<file path="config.mk">
export PLATFORM = sky130hd
export DESIGN_NAME = core_sequencer
export DESIGN_NICKNAME = d
export VERILOG_FILES = /design/src/rtl/core_sequencer.sv
export SDC_FILE = /design/constraint.sdc
export NUM_CORES = 1
export LEC_CHECK = 0
export ABC_AREA = 1
export CAP_MARGIN = 10
export CORE_AREA = 2 2 87 130
export CTS_BUF_LIST = sky130_fd_sc_hd__clkbuf_2 sky130_fd_sc_hd__clkbuf_4 sky130_fd_sc_hd__clkbuf_8
export DETAILED_ROUTE_END_ITERATION = 12
export DIE_AREA = 0 0 89 132
export GPL_TIMING_DRIVEN = 0
export PLACE_DENSITY = 0.91
export SYNTH_ARGS = -nofsm -noshare
export SYNTH_HDL_FRONTEND = slang
export SYNTH_SLANG_ARGS = --single-unit
</file>
<file path="constraint.sdc">
create_clock -name clk -period 9.1 [get_ports clk]
set_input_delay 1.365 -clock clk [delete_from_list [all_inputs] [get_ports clk]]
set_output_delay 1.365 -clock clk [all_outputs]
set_load 0.01 [all_outputs]
</file>
<file path="src/rtl/core_sequencer.sv">
// Multi-cycle RV32I control sequencer: owns the IR, fetches over the shared memory port,
// steps FETCH/DECODE/EXECUTE/MEM/WRITEBACK and drives datapath strobes and perf counters.
module core_sequencer #(
  parameter logic [31:0] RESET_IR = 32'h0000_0013
) (
  input  logic        clk,
  input  logic        rst,
  input  logic [31:0] mem_rdata,
  input  logic        mem_ready,
  input  logic        branch_cond,
  output logic        mem_req,
  output logic        mem_we,
  output logic        mem_addr_sel,
  output logic [31:0] ir,
  output logic        alu_a_sel,
  output logic        alu_b_sel,
  output logic        pc_we,
  output logic [1:0]  pc_sel,
  output logic        rf_we,
  output logic [1:0]  wb_sel,
  output logic        retire,
  output logic        trap,
  output logic [1:0]  trap_cause,
  output logic [2:0]  state,
  output logic [31:0] cycle_cnt,
  output logic [31:0] instret_cnt
);

  typedef enum logic [2:0] {
    StFetch     = 3'd0,
    StDecode    = 3'd1,
    StExecute   = 3'd2,
    StMem       = 3'd3,
    StWriteback = 3'd4,
    StTrap      = 3'd5
  } state_e;

  localparam logic [6:0] OpLui    = 7'b0110111;
  localparam logic [6:0] OpAuipc  = 7'b0010111;
  localparam logic [6:0] OpJal    = 7'b1101111;
  localparam logic [6:0] OpJalr   = 7'b1100111;
  localparam logic [6:0] OpImm    = 7'b0010011;
  localparam logic [6:0] OpReg    = 7'b0110011;
  localparam logic [6:0] OpBranch = 7'b1100011;
  localparam logic [6:0] OpLoad   = 7'b0000011;
  localparam logic [6:0] OpStore  = 7'b0100011;
  localparam logic [6:0] OpFence  = 7'b0001111;
  localparam logic [6:0] OpSystem = 7'b1110011;

  state_e      state_q, state_d;
  logic [31:0] ir_q, ir_d;
  logic [1:0]  cause_q, cause_d;
  logic [31:0] cycle_q, instret_q;
  logic [6:0]  opcode;

  assign opcode = ir_q[6:0];

  always_ff @(posedge clk or posedge rst) begin
    if (rst) begin
      state_q   <= StFetch;
      ir_q      <= RESET_IR;
      cause_q   <= 2'd0;
      cycle_q   <= 32'd0;
      instret_q <= 32'd0;
    end else begin
      state_q   <= state_d;
      ir_q      <= ir_d;
      cause_q   <= cause_d;
      if (state_q != StTrap) cycle_q <= cycle_q + 32'd1;
      if (retire) instret_q <= instret_q + 32'd1;
    end
  end

  always_comb begin
    state_d      = state_q;
    ir_d         = ir_q;
    cause_d      = cause_q;
    mem_req      = 1'b0;
    mem_we       = 1'b0;
    mem_addr_sel = 1'b0;
    alu_a_sel    = 1'b0;
    alu_b_sel    = 1'b0;
    pc_we        = 1'b0;
    pc_sel       = 2'd0;
    rf_we        = 1'b0;
    wb_sel       = 2'd0;
    retire       = 1'b0;
    unique case (state_q)
      StFetch: begin
        mem_req = 1'b1;
        if (mem_ready) begin
          ir_d    = mem_rdata;
          state_d = StDecode;
        end
      end
      StDecode: begin
        case (opcode)
          OpLui, OpAuipc, OpJal, OpJalr, OpImm, OpReg, OpBranch, OpLoad, OpStore,
          OpFence: state_d = StExecute;
          OpSystem: begin
            state_d = StTrap;
            cause_d = 2'd2;
          end
          default: begin
            state_d = StTrap;
            cause_d = 2'd1;
          end
        endcase
      end
      StExecute: begin
        alu_a_sel = (opcode == OpAuipc) || (opcode == OpJal) || (opcode == OpBranch);
        alu_b_sel = (opcode != OpReg) && (opcode != OpLui) && (opcode != OpFence);
        case (opcode)
          OpBranch, OpFence: begin
            pc_we   = 1'b1;
            pc_sel  = (opcode == OpBranch && branch_cond) ? 2'd1 : 2'd0;
            retire  = 1'b1;
            state_d = StFetch;
          end
          OpLoad, OpStore: state_d = StMem;
          default:         state_d = StWriteback;
        endcase
      end
      StMem: begin
        mem_req      = 1'b1;
        mem_addr_sel = 1'b1;
        mem_we       = (opcode == OpStore);
        if (mem_ready) begin
          if (opcode == OpStore) begin
            pc_we   = 1'b1;
            retire  = 1'b1;
            state_d = StFetch;
          end else begin
            state_d = StWriteback;
          end
        end
      end
      StWriteback: begin
        rf_we = (ir_q[11:7] != 5'd0);
        case (opcode)
          OpLoad:        wb_sel = 2'd1;
          OpJal, OpJalr: wb_sel = 2'd2;
          OpLui:         wb_sel = 2'd3;
          default:       wb_sel = 2'd0;
        endcase
        pc_we   = 1'b1;
        pc_sel  = (opcode == OpJal) ? 2'd1 : (opcode == OpJalr) ? 2'd2 : 2'd0;
        retire  = 1'b1;
        state_d = StFetch;
      end
      StTrap: ;
      default: begin
        state_d = StTrap;
        cause_d = 2'd1;
      end
    endcase
    // The async reset returns state to FETCH, so the request must be masked explicitly.
    if (rst) begin
      mem_req      = 1'b0;
      mem_we       = 1'b0;
      mem_addr_sel = 1'b0;
      alu_a_sel    = 1'b0;
      alu_b_sel    = 1'b0;
      pc_we        = 1'b0;
      pc_sel       = 2'd0;
      rf_we        = 1'b0;
      wb_sel       = 2'd0;
      retire       = 1'b0;
    end
  end

  assign ir          = ir_q;
  assign state       = state_q;
  assign trap        = (state_q == StTrap);
  assign trap_cause  = cause_q;
  assign cycle_cnt   = cycle_q;
  assign instret_cnt = instret_q;

endmodule

</file>
==> run summary <==
The flow ran to the end, and the final reports show no timing, DRC or antenna violations. Setup total negative slack on the finished layout was measured at 0 ns. The count of non-filler cells in the finished layout is 1015.

The startpoint kind of the worst setup timing path is an input pin. Across the VDD grid, the largest voltage drop is 223.3 uV. Setup slack on the critical path of the routed design comes to 3.904 ns. Prior to clock tree synthesis, the placed netlist has a worst setup slack of 3.840 ns. The DRC violations left was 0; the clock latency on the worst-skew pair was 0.39 ns. The total I/O pin count is 150, and the die width is 89 um.

Layout-stage area growth over the synthesis result: 33.59%. The number of antenna diodes in the final layout is 0. Buffers added to address setup during post-CTS repair amount to 0. The total internal power is 0.001093 W.

Buffers placed on the I/O ports in this run total 149. Counting flops and latches in the post-synthesis netlist gives 101. Global routing consumed, on the met3 layer, 4.634% of the routing resources.

The net switching component of the power was 0.0006636 W. The worst setup path is of the in -> out kind. Across every metal layer, demand over resource in global routing totals 27.19%.

Once detailed placement completed, the half-perimeter wirelength came to 12090 um. The post-detailed-route via-to-cell ratio was 5.232. The worst setup path is captured at a primary output. Busiest metal layer after global routing: met2.

The number of nets in the layout is 904, and the synthesized cell area is 5695 um^2. sky130_fd_sc_hd__nand2_1 is the most common cell in the netlist. Summed over all instances, the cell type with the most area after synthesis is sky130_fd_sc_hd__dfrtp_1.

Number of hold buffers added after CTS: 0. The min-delay analysis places its worst path in the category reg -> reg. Summing all non-filler instances in the final layout gives an area of 7609 um^2. A synthesized cell averages 8.079 um^2. Timing would allow up to 192.5 MHz. Counting flops with a built-in enable in the synthesized netlist gives 0. The routability congestion estimate from global placement is 0.9700, and the post-synthesis async set-or-reset flop share is 100.0%. In this run the cell area measured after placement is 7397 um^2. The total CTS buffers is 9, and the die boundary height is 132 um.

The via count of the first global-routing pass is 5207, and the placeable core region is 10590 um^2. Setup repair after global routing left no endpoint under its margin. The clock network is responsible for 17.8% of the overall power. For the number of max-slew violations in the final report, the log shows 0. The Yosys step of the flow raised 0 warnings.

The area share of the largest cell type after synthesis was 43.06%. Of the cells placed in the final design, the portion with a size suffix greater than 1 is 12.63%. The logs give 0 for the quantity of gates resized following cts and 5 for the count of TritonRoute iterations in the first routing pass. The power per unit of standard cell area works out to 230.9 nW/um^2. Of the total power, combinational logic draws 42.4%.

The fraction of the yosys area taken by sequential cells is 44.44%, and the worst slew margin relative to its limit is 57.71%. The number of max-cap violations was 0. The filler cells instantiated in the layout total 828. Data on the critical path arrives at its endpoint at 3.83 ns.

The total number of vias is 5310. The run gives 24840 um as the wire length of the first global-routing pass. For met2 alone, demand over resource in global routing was 49.21%.

Summed over all layers, the global routing overflow is 0. The level count of the clock H-tree was 3; the number of instances in the placed design was 999. Once detail routing completed, the nets flagged for antenna violations numbered 0.

TritonCTS built the clock tree. The cell count after synthesis was 705. Synthesis produced a netlist with a net count of 743. The logs give 39.8% for the sequential group share of total power and 7.25 ns for the setup slack of the most critical reg-to-reg path.

The run gives 71.85% as the fraction of the core area covered by cells at the end of the flow. The most common flop cell mapped by yosys is sky130_fd_sc_hd__dfrtp_1. The clock passes through at most 2 buffers.

The cell sitting at the root of the clock tree is a sky130_fd_sc_hd__clkbuf_8. Setup violations remaining at the end of the flow were counted as 0. The detailed router finished its first iteration with 210 violations. The routed length per instance was 15.26 um.

The floorplan step defined a die boundary enclosing 11750 um^2. The clock period could shrink to 5.196 ns. The commonest cells after synthesis are sky130_fd_sc_hd__nand2_1 (212), sky130_fd_sc_hd__dfrtp_1 (98), sky130_fd_sc_hd__nor2_1 (79), sky130_fd_sc_hd__inv_1 (68), sky130_fd_sc_hd__xor2_1 (31). Entering global routing, the biggest net connects 55 pins. The final critical path takes up 57.09% of the cycle.

For this configuration, the core starts out at a cell density of 53.78%. Slew of the pin with the lowest slew margin: 0.6343 ns. The initial antenna violation count came out at 0. Net switching is 37.78% of the power. The tools report the clock skew as 0.01636 ns. CTS saw 101 sinks. The endpoint required time on the critical path is 7.74 ns, and the reported leakage power is 3.389 nW. After synthesis, the cell types taking the most area are sky130_fd_sc_hd__dfrtp_1 (43%), sky130_fd_sc_hd__nand2_1 (14%), sky130_fd_sc_hd__nor2_1 (5.2%). Wires add up to 15480 um. The final count of hold timing violations came out at 0. The clock input transition at the sequential cells of the worst setup and hold paths works out to 0.10 ns. After floorplanning, the core was divided into 46 placement rows. Of all nets on the critical path, the largest fanout is 54. In this run, distinct cell masters in the synthesized netlist total 41. The met1 usage came out at 29.43%.
## sequential cells by signal (all words and copies together), names as in the netlist
register / cells
cycle_cnt: 32
instret_cnt: 32
ir: 32
state: 3
trap_cause: 2
## cells by family after synthesis
family,after synthesis,synth area share [%]
and+or+nand+nor,390,31.33
buffers and inverters,93,7.161
xor gates and xnor gates,41,6.305
AOI/OAI and AO/OA,53,5.383
DFF,101,44.44
muxes,25,4.943
adders and majority gates,2,0.4393
## cell usage in the layout (no fill, tap or decap), types with 3 or more instances in the layout
| master | n |
|---|---|
| sky130_fd_sc_hd__dfstp_2 | 3 |
| sky130_fd_sc_hd__nor2_2 | 7 |
| sky130_fd_sc_hd__nand2_1 | 212 |
| sky130_fd_sc_hd__nand4_1 | 9 |
| sky130_fd_sc_hd__nand3_1 | 27 |
| sky130_fd_sc_hd__nor3_1 | 22 |
| sky130_fd_sc_hd__nor2_4 | 6 |
| sky130_fd_sc_hd__xor2_1 | 31 |
| sky130_fd_sc_hd__xnor2_1 | 10 |
| sky130_fd_sc_hd__inv_4 | 3 |
| sky130_fd_sc_hd__buf_6 | 3 |
| sky130_fd_sc_hd__buf_4 | 4 |
| sky130_fd_sc_hd__inv_1 | 67 |
| sky130_fd_sc_hd__nand3_2 | 8 |
| sky130_fd_sc_hd__mux2_1 | 3 |
| sky130_fd_sc_hd__inv_2 | 11 |
| sky130_fd_sc_hd__clkdlybuf4s50_1 | 149 |
| sky130_fd_sc_hd__dfrtp_1 | 98 |
| sky130_fd_sc_hd__clkbuf_8 | 9 |
| sky130_fd_sc_hd__o21ai_1 | 16 |
| sky130_fd_sc_hd__and3_1 | 3 |
| sky130_fd_sc_hd__o21ai_2 | 7 |
| sky130_fd_sc_hd__nor2_1 | 79 |
| sky130_fd_sc_hd__buf_2 | 4 |
| sky130_fd_sc_hd__nand2_4 | 4 |
| sky130_fd_sc_hd__mux2_2 | 22 |
| sky130_fd_sc_hd__nor3_2 | 4 |
| sky130_fd_sc_hd__o21ai_0 | 5 |
| sky130_fd_sc_hd__a21oi_1 | 18 |
| sky130_fd_sc_hd__a21boi_0 | 3 |
## path summary, 6_finish.rpt
check,from,to,cells after the start
worst max-delay path,rst,retire,8
worst min-delay path,cycle_cnt[31]$_DFFE_PP0N_,cycle_cnt[31]$_DFFE_PP0N_,1
worst max register to register,instret_cnt[1]$_DFFE_PP0P_,instret_cnt[26]$_DFFE_PP0P_,10
worst min register to register,cycle_cnt[31]$_DFFE_PP0N_,cycle_cnt[31]$_DFFE_PP0N_,1
max in group asynchronous,rst,cycle_cnt[17]$_DFFE_PP0N_,3
min in group asynchronous,rst,ir[8]$_DFFE_PP0P_,2
## final cells by class
cell class,instances,area [um^2],area share (%)
well taps,144,180.2,2.368
plain buffers,12,98.84,1.299
clock inverters,7,87.58,1.151
multi-input cells,511,2756,36.23
repair buffers,150,1519,19.96
inverters,81,311.5,4.095
clock buffers,9,123.9,1.628
flip-flops and latches,101,2531,33.27
## stage by stage
step	power [W]	hold slack (ns)
2_1_floorplan	0.001068	0.5039
5_1_grt	0.001854	0.4953
6_report	0.001757	0.4723
4_1_cts	0.001764	0.4802
3_3_place_gp	0.001420	0.4574
3_5_place_dp	0.001448	0.4653
## layer usage
metal | vias up | share of wire (%) | routed length, um
li1 | 2557 | - | -
met1 | 2514 | 37 | 5786
met2 | 194 | 54 | 8342
met3 | 45 | 4.3 | 659
met4 | 0 | 4.5 | 695
met5 | - | 0 | 0
## power by group through the flow
stage	Sequential, W	Clock, W	Combinational, W
after floorplan	0.000738	0	0.000331
after global placement	0.000695	0	0.000725
after detailed placement	0.000703	0	0.000745
after CTS	0.000697	0.000317	0.000749
after global routing	0.000716	0.000334	0.000804
final	0.000699	0.000313	0.000745
## worst max-delay path, stage by stage
cell and delay [ns]:
sky130_fd_sc_hd__clkdlybuf4s50_1 0.55, sky130_fd_sc_hd__inv_4 0.54, sky130_fd_sc_hd__buf_16 0.34, sky130_fd_sc_hd__nand2_4 0.12
sky130_fd_sc_hd__inv_4 0.11, sky130_fd_sc_hd__buf_6 0.15, sky130_fd_sc_hd__buf_4 0.11, sky130_fd_sc_hd__clkdlybuf4s50_1 0.51
Power figures use the tool's default switching activity.
